### config.mk
export PLATFORM = sky130hd
export DESIGN_NAME = text_window_feeder
export DESIGN_NICKNAME = d
export VERILOG_FILES = /design/src/rtl/text_window_feeder_pkg.sv /design/src/rtl/window_shift_reg.sv /design/src/rtl/text_window_feeder.sv
export SDC_FILE = /design/constraint.sdc
export NUM_CORES = 1
export LEC_CHECK = 0
export CAP_MARGIN = 10
export CORE_ASPECT_RATIO = 0.6
export CORE_MARGIN = 5
export CORE_UTILIZATION = 58
export CTS_BUF_LIST = sky130_fd_sc_hd__clkbuf_8
export CTS_CLUSTER_DIAMETER = 30
export DETAILED_ROUTE_END_ITERATION = 16
export PLACE_DENSITY = 0.88
export SLEW_MARGIN = 20
export SYNTH_ARGS = -nofsm -noshare
export SYNTH_HDL_FRONTEND = slang
export SYNTH_HIERARCHICAL = 1
export SYNTH_SLANG_ARGS = --single-unit
export TNS_END_PERCENT = 20
### constraint.sdc
create_clock -name clk -period 14.4 [get_ports clk]
set_clock_uncertainty 0.05 [all_clocks]
set_input_delay 3.6 -clock clk [delete_from_list [all_inputs] [get_ports clk]]
set_output_delay 3.6 -clock clk [all_outputs]
set_load 0.01 [all_outputs]
### src/rtl/text_window_feeder_pkg.sv
// Shared definitions for the text window feeder and the matcher stage that consumes its windows.
package text_window_feeder_pkg;

  typedef enum logic [1:0] {
    StIdle,
    StFill,
    StStream
  } feeder_state_e;

  // Default geometry of the string matcher
  localparam int unsigned DefDwidth = 8;
  localparam int unsigned DefStrlen = 50;
  localparam int unsigned DefNum    = 4;
  localparam int unsigned DefGroups = 4;

  // Derived widths for the default geometry: window width and text address width
  localparam int unsigned W  = DefNum * DefGroups;
  localparam int unsigned AW = $clog2(DefStrlen);

  // Address width for an index space of n entries, never narrower than one bit
  function automatic int unsigned addr_width(int unsigned n);
    return (n > 1) ? $clog2(n) : 1;
  endfunction

endpackage

// Elaboration-time guard: the text must be at least one window long
`define TWF_ASSERT_STRLEN_GE_W(len, w) \
  if ((len) < (w)) begin : g_strlen_check \
    $error("text_window_feeder: strlen must be >= window width"); \
  end

### src/rtl/window_shift_reg.sv
// W x DWIDTH window register; each shift moves every byte down one slot and loads the top byte.
module window_shift_reg #(
  parameter int unsigned W      = 16,
  parameter int unsigned DWIDTH = 8
) (
  input  logic                  clk,
  input  logic                  reset,
  input  logic                  shift_en,
  input  logic [DWIDTH-1:0]     top_in,
  output logic [W*DWIDTH-1:0]   data
);

  logic [W*DWIDTH-1:0] data_q;

  // Byte 0 sits in the low bits; the new byte enters at the top
  always_ff @(posedge clk or posedge reset) begin
    if (reset) begin
      data_q <= '0;
    end else if (shift_en) begin
      data_q <= {top_in, data_q[W*DWIDTH-1:DWIDTH]};
    end
  end

  assign data = data_q;

endmodule

### src/rtl/text_window_feeder.sv
// Streams the text memory into a sliding window of W bytes, one window per handshake.
module text_window_feeder
  import text_window_feeder_pkg::*;
#(
  parameter int unsigned DWIDTH               = DefDwidth,
  parameter int unsigned strlen               = DefStrlen,
  parameter int unsigned num                  = DefNum,
  parameter int unsigned groups               = DefGroups,
  parameter int unsigned max_number_of_weight = num * groups,
  localparam int unsigned WinBytes            = max_number_of_weight,
  localparam int unsigned AddrW               = addr_width(strlen)
) (
  input  logic                         clk,
  input  logic                         reset,
  input  logic                         start,
  output logic [AddrW-1:0]             mem_addr,
  input  logic [DWIDTH-1:0]            mem_rdata,
  output logic                         win_valid,
  input  logic                         win_ready,
  output logic [WinBytes*DWIDTH-1:0]   win_data,
  output logic [WinBytes-1:0]          win_mask,
  output logic [AddrW-1:0]             win_pos,
  output logic                         win_last,
  output logic                         busy,
  output logic                         done
);

  `TWF_ASSERT_STRLEN_GE_W(strlen, WinBytes)

  localparam int unsigned KW         = addr_width(WinBytes + 1);
  // nidx is one bit wider than an address so it can run past the text end without wrapping
  localparam int unsigned NidxMaxRep = (1 << (AddrW + 1)) - 1;
  localparam int unsigned NidxSat    = (strlen + WinBytes > NidxMaxRep) ? NidxMaxRep
                                                                        : strlen + WinBytes;
  localparam logic [KW-1:0]    KLast     = KW'(WinBytes);
  localparam logic [AddrW:0]   NidxStart = (AddrW + 1)'(WinBytes);
  localparam logic [AddrW:0]   NidxEnd   = (AddrW + 1)'(NidxSat);
  localparam logic [AddrW:0]   TextLen   = (AddrW + 1)'(strlen);
  localparam logic [AddrW:0]   LastIdxW  = (AddrW + 1)'(strlen - 1);
  localparam logic [AddrW-1:0] LastAddr  = AddrW'(strlen - 1);

  feeder_state_e state_q, state_d;

  logic [KW-1:0]               k_q, k_d;
  logic [AddrW:0]              nidx_q, nidx_d;
  logic [AddrW-1:0]            pos_q, pos_d;
  logic                        done_q, done_d;

  logic                        in_stream;
  logic                        hs;
  logic                        pos_is_last;
  logic                        shift_en;
  logic [DWIDTH-1:0]           top_byte;
  logic [AddrW:0]              fetch_idx;
  logic [WinBytes-1:0]         mask_raw;
  logic [WinBytes*DWIDTH-1:0]  window;

  assign in_stream   = (state_q == StStream);
  assign hs          = in_stream & win_ready;
  assign pos_is_last = (pos_q == LastAddr);

  window_shift_reg #(
    .W      (WinBytes),
    .DWIDTH (DWIDTH)
  ) u_window (
    .clk      (clk),
    .reset    (reset),
    .shift_en (shift_en),
    .top_in   (top_byte),
    .data     (window)
  );

  // State register
  always_ff @(posedge clk or posedge reset) begin
    if (reset) begin
      state_q <= StIdle;
    end else begin
      state_q <= state_d;
    end
  end

  // Next-state: fill the window, stream it, return to idle after the last window is taken
  always_comb begin
    state_d = state_q;
    unique case (state_q)
      StIdle:   if (start) state_d = StFill;
      StFill:   if (k_q == KLast) state_d = StStream;
      StStream: if (hs && pos_is_last) state_d = StIdle;
      default:  state_d = StIdle;
    endcase
  end

  // Counter and window-shift control
  always_comb begin
    k_d      = k_q;
    nidx_d   = nidx_q;
    pos_d    = pos_q;
    done_d   = 1'b0;
    shift_en = 1'b0;
    top_byte = mem_rdata;
    unique case (state_q)
      StIdle: begin
        k_d    = '0;
        nidx_d = '0;
        pos_d  = '0;
      end
      StFill: begin
        // Read data lags the address by one cycle, so the first fill cycle has nothing to load
        shift_en = (k_q != '0);
        if (k_q == KLast) begin
          k_d    = '0;
          nidx_d = NidxStart;
        end else begin
          k_d = k_q + KW'(1);
        end
      end
      StStream: begin
        if (hs) begin
          shift_en = 1'b1;
          // Positions past the text end are padded with zero bytes
          top_byte = (nidx_q < TextLen) ? mem_rdata : '0;
          nidx_d   = (nidx_q == NidxEnd) ? nidx_q : nidx_q + (AddrW + 1)'(1);
          pos_d    = pos_is_last ? '0 : pos_q + AddrW'(1);
          done_d   = pos_is_last;
        end
      end
      default: ;
    endcase
  end

  // Counters and the end-of-pass pulse
  always_ff @(posedge clk or posedge reset) begin
    if (reset) begin
      k_q    <= '0;
      nidx_q <= '0;
      pos_q  <= '0;
      done_q <= 1'b0;
    end else begin
      k_q    <= k_d;
      nidx_q <= nidx_d;
      pos_q  <= pos_d;
      done_q <= done_d;
    end
  end

  // Validity mask: bit i set while win_pos + i still lies inside the text
  always_comb begin
    mask_raw = '0;
    for (int unsigned i = 0; i < WinBytes; i++) begin
      mask_raw[i] = ((32'(pos_q) + i) < strlen);
    end
  end

  // Outputs: zero when idle; address looks one byte ahead on a handshake so there are no bubbles
  always_comb begin
    win_valid = 1'b0;
    busy      = 1'b0;
    win_data  = '0;
    win_mask  = '0;
    win_pos   = '0;
    win_last  = 1'b0;
    fetch_idx = '0;
    unique case (state_q)
      StIdle: ;
      StFill: begin
        busy      = 1'b1;
        fetch_idx = (AddrW + 1)'(k_q);
      end
      StStream: begin
        busy      = 1'b1;
        win_valid = 1'b1;
        fetch_idx = nidx_q + (AddrW + 1)'(hs);
        win_data  = window;
        win_mask  = mask_raw;
        win_pos   = pos_q;
        win_last  = pos_is_last;
      end
      default: ;
    endcase
    mem_addr = (fetch_idx > LastIdxW) ? LastAddr : fetch_idx[AddrW-1:0];
    done     = done_q;
  end

endmodule

; ---- After elaboration in Yosys (flattened, before gate mapping)
; Index checks and enable logic that the tools add are counted.
[word_totals]
register_bits = 149
input_bits = 12
[classes]
addsub = 19
n_lt_le_gt_ge = 18
eq_ne = 10
n_mux = 28
n_bitwise = 1
reduce_logical = 10
[ops]
columns = operator, count
row1 = $mux W128, 1
row2 = $lt A7 B6 Y1 const B, 16
row3 = $add A6 B4 Y7 const B, 8
row4 = $add A6 B3 Y7 const B, 4
row5 = $mux W6, 4
row6 = $mux W8, 3
row7 = $mux W7, 3
row8 = $pmux W7 S3, 1
row9 = $mux W16, 1
row10 = $add A6 B2 Y7 const B, 2
row11 = $pmux W7 S2, 1
row12 = $pmux W6 S2, 1
row13 = $pmux W5 S2, 1
row14 = $add A6 B1 Y7 const B, 1
row15 = $add A7 B1 Y7, 1
row16 = $add A7 B1 Y7 const B, 1
row17 = $eq A7 B7 Y1 const B, 1
row18 = $gt A7 B6 Y1 const B, 1
row19 = $add A6 B1 Y6 const B, 1
row20 = $eq A6 B6 Y1 const B, 1
row21 = $lt A6 B6 Y1 const B, 1
row22 = $mux W1, 6
row23 = $mux W2, 3
row24 = $ne A2 B2 Y1 const B, 3
row25 = 18 further kinds, 20

; ---- Longest topological paths before layout
[depth]
ltp_word = 6
mapped_depth = 11

; ---- Modules after synthesis
; The synthesis kept the hierarchy.
[modules_own_cells]
columns = mod, n_inst, cells_each, area_per_inst_um2, seq_area_each_um2
row1 = window_shift_reg, 1, 271, 4825.9, 3203.1
row2 = text_window_feeder, 1, 510, 3529.6, 525.5

; ---- Worst setup path after synthesis
; OpenSTA, ideal clock, no wires.
[synth_timing]
path_kind = input port to output port
start = in win_ready
end = out mem_addr[3]
arrival_time_ns = 5.019
t_required_ns = 10.750
path_slack_ns = 5.731
path_stages = 9
cell_sequence = nand2_1 -> inv_1 -> ha_1 -> and4_1 -> buf_6 -> a221oi_2 -> nor3_2 -> a21oi_1 -> nor2b_1
[synth_between]
elab_chain_cells = 5
[synth_lines]
columns = item, line
row1 = "start, declared", text_window_feeder.sv:19  ; input logic win_ready,
row2 = $and A1 B1 Y1 *, text_window_feeder.sv:59  ; assign hs = in_stream & win_ready;
row3 = $add A7 B1 Y7 *, text_window_feeder.sv:172  ; fetch_idx = nidx_q + (AddrW + 1)'(hs);
row4 = $pmux W7 S2 *, text_window_feeder.sv:163  ; unique case (state_q)
row5 = $gt A7 B6 Y1, text_window_feeder.sv:180  ; mem_addr = (fetch_idx > LastIdxW) ? LastAddr : fetch_idx[AddrW-1:0];
row6 = $mux W6 *, text_window_feeder.sv:180
row7 = "end, declared", text_window_feeder.sv:16  ; output logic [AddrW-1:0] mem_addr,
; Every way passes the cells marked *; elsewhere a longest branch is shown, timed or not.

; ---- Worst setup path in the final report
[layout_timing]
start = in win_ready
end = out mem_addr[0]
; Same word-level chain as after synthesis.

==> metrics.txt <==
H-tree depth 4; grt ovf 0; synthesized cell area 8360 sq um; PnR Total Power 1600 uW; count leader, synth dfrtp_1; CTS tree done; worst reg2reg startpoint state_q[0]; Final min period 10.10 ns; count of state elements after synthesis 149; Max VDD drop a little under 0.0001 V; Synth top cells by count dfrtp_1 (149), and2_1 (138), mux2_2 (129); maximum capacitance violations 0; register area share after synthesis roughly 45%; Final nets 950; Die H about 100 um; Mapped Cells around 780; Pins Over Slew Limit 0; Simple-Gate Fraction of Synth Area 17.1%; WP buf/inv 3; CP top delay family buffers and inverters; DRT Wirelength 20600 um; die area 17000 sq um; Core Box Area approximately 14000 sq um; setup_tns 0 ns; vias 6401; Clk Latency, worst-skew pair roughly 0.43 ns; gp weighted congestion 0.959; Hold WS 0.459 ns; initial antenna violation count 0; Slowest cell on crit path clkdlybuf4s50_1; r2r setup slk 10.74 ns; HP Start u_window/data[5]; Leak 0.00451 uW; net count after synthesis between 800 and 900; fill cell count about 1100; async set-reset flop share out of synthesis 100%; R2R cell count 7; Layout area overhead 24.1%; startpoint types input port; Final Cycle Share a little over two thirds; CTS max path bufs 2; io pins 172; CP max stage delay 0.57 ns; average cell area after synthesis roughly 11 sq um; logic depth of the worst path, buffers included 10; Worst EP arrival 6.45 ns; EDFF count, synth 0; Port-buffer cells roughly 170; Pwr Density 154 nW/um^2; vias in the first global route 6279; DP HPWL roughly 14000 um; FMAX 99.0 MHz; Worst Tran Pin Value 0.954 ns; post-synthesis mux area share approximately 18%; most frequent CP cell clkdlybuf4s50_1; RSZ-0062 raised after global routing false; initial cell density of the core 58.5%; post-route ant nets 0; register area 3730 sq um; vias per cell 5.65; post-synthesis xor/xnor area fraction less than 1%; top-area cell type share of the netlist area 44.6%; Min-Delay Path Class flop to flop; post-synthesis compound-gate area fraction 11.3%; critical path launch point win_ready; CTS clk-pin slew, worst paths 0.08 ns; Max-slew headroom 36.4%; largest net degree at the start of global routing 87; worst path required time between 10 and 15 ns; Clock Sinks 149; detailed-route DRC error count 0; YS warnings 6; largest family of logic cells by synthesized area multiplexers; TritonCTS Buffers 17; share of cells above drive strength 1 20.4%; hold path depth 1; footprint of the multi-input gates 4160 sq um; Die W between 150 and 200 um; critical-path cell list clkdlybuf4s50_1 -> nand2_1 -> inv_1 -> ha_1 -> and4_1 -> a221oi_2 -> nor3_2 -> o31ai_2 -> a211oi_2 -> clkdlybuf4s50_1; dominant synthesized flop cell dfrtp_1; status completed; Post-Synth Adder-Cell Area 2.70%; maximum fanout along the worst path 8; critical path class input port to primary output; global-route wire length before repair 33200 um; Post-CTS Resized 0; buffer count from post-CTS setup fixing 0; top cells by area, synth dfrtp_1 (45%), mux2_2 (17%), and2_1 (10%); all-layer global routing usage between 20% and 30%; DR WL/cell approximately 18 um; Site Rows 34; number of setup violations in the final report 0; CP Capture Type primary output; 1st-pass router iterations 5; Root Buffer clkbuf_8; endpoints failing hold 0; top cell type by total area after synthesis dfrtp_1; Iter 0 DRT Violations 453; hold_buf cts 0; Distinct cells, synth 67
## report_power, final
part           internal, uW  switching (uW)
Clock                   127             175
Sequential              533            99.2
Combinational           335             331
## registers in the layout (all words and copies together), names as in the netlist
register       count
u_window/data    128
done               1
k_q                5
pos_q              6
state_q            2
nidx_q             7
## cell families (layout without fill, tap and decap cells)
group | Yosys count | in the layout
fa+ha+maj | 18 | 18
other cells | 0 | 1
buf+inv | 81 | 233
simple gates | 258 | 258
mux | 133 | 133
flops | 149 | 149
xor+xnor | 5 | 5
compound gates | 137 | 137
## cells in the final DEF, fill, tap and decap left out, types with 5 or more instances in the layout
master / netlist / layout
dfrtp_1: 149 / 149
nor2b_1: 9 / 9
inv_1: 23 / 23
o21ai_0: 38 / 37
a21oi_1: 33 / 32
nand2_1: 38 / 38
mux2_2: 129 / 129
buf_4: 1 / 6
clkdlybuf4s50_1: 0 / 171
clkbuf_8: 8 / 17
o31ai_1: 7 / 7
nor3_1: 5 / 5
and2_1: 138 / 138
nor2_1: 33 / 33
nand3_1: 16 / 16
a31oi_1: 7 / 7
ha_1: 18 / 17
inv_6: 0 / 5
## worst paths after layout
| kind | end |
|---|---|
| min in group asynchronous | u_window/data[56] |
| setup reg to reg | u_window/data[0] |
| hold reg to reg | u_window/data[5] |
| hold / removal | u_window/data[5] |
| max in group asynchronous | u_window/data[127] |
| setup / recovery | mem_addr[0] |
## cell type report
class	count	area share (%)
diodes	1	0.0241
clock buffers	17	2.26
clock inverters	15	1.38
inverters	24	0.893
multi-input cells	551	40.2
flip-flops and latches	149	36.0
well taps	198	2.39
repair buffers	177	16.9
## stage by stage
stage / util [%] / worst slack, ns / cells / instance area (sq um)
floorplan: - / 5.73 / 781 / 8360
global placement: 69.9 / 4.44 / 1099 / 9990
detailed placement: 69.9 / 4.30 / 1099 / 9990
CTS: 72.5 / 4.29 / 1131 / 10400
global route: 72.5 / 4.08 / 1131 / 10400
finish: 72.5 / 4.30 / 1132 / 10400
## layer usage
layer	global-route usage (%)	vias to the layer above	wire (um)
li1	-	2990	-
met1	35.9	3109	9390
met2	36.2	285	8970
met3	8.27	17	2060
met4	6.20	0	161
met5	0	-	0
Note: power is estimated with default switching activity, not from simulation.
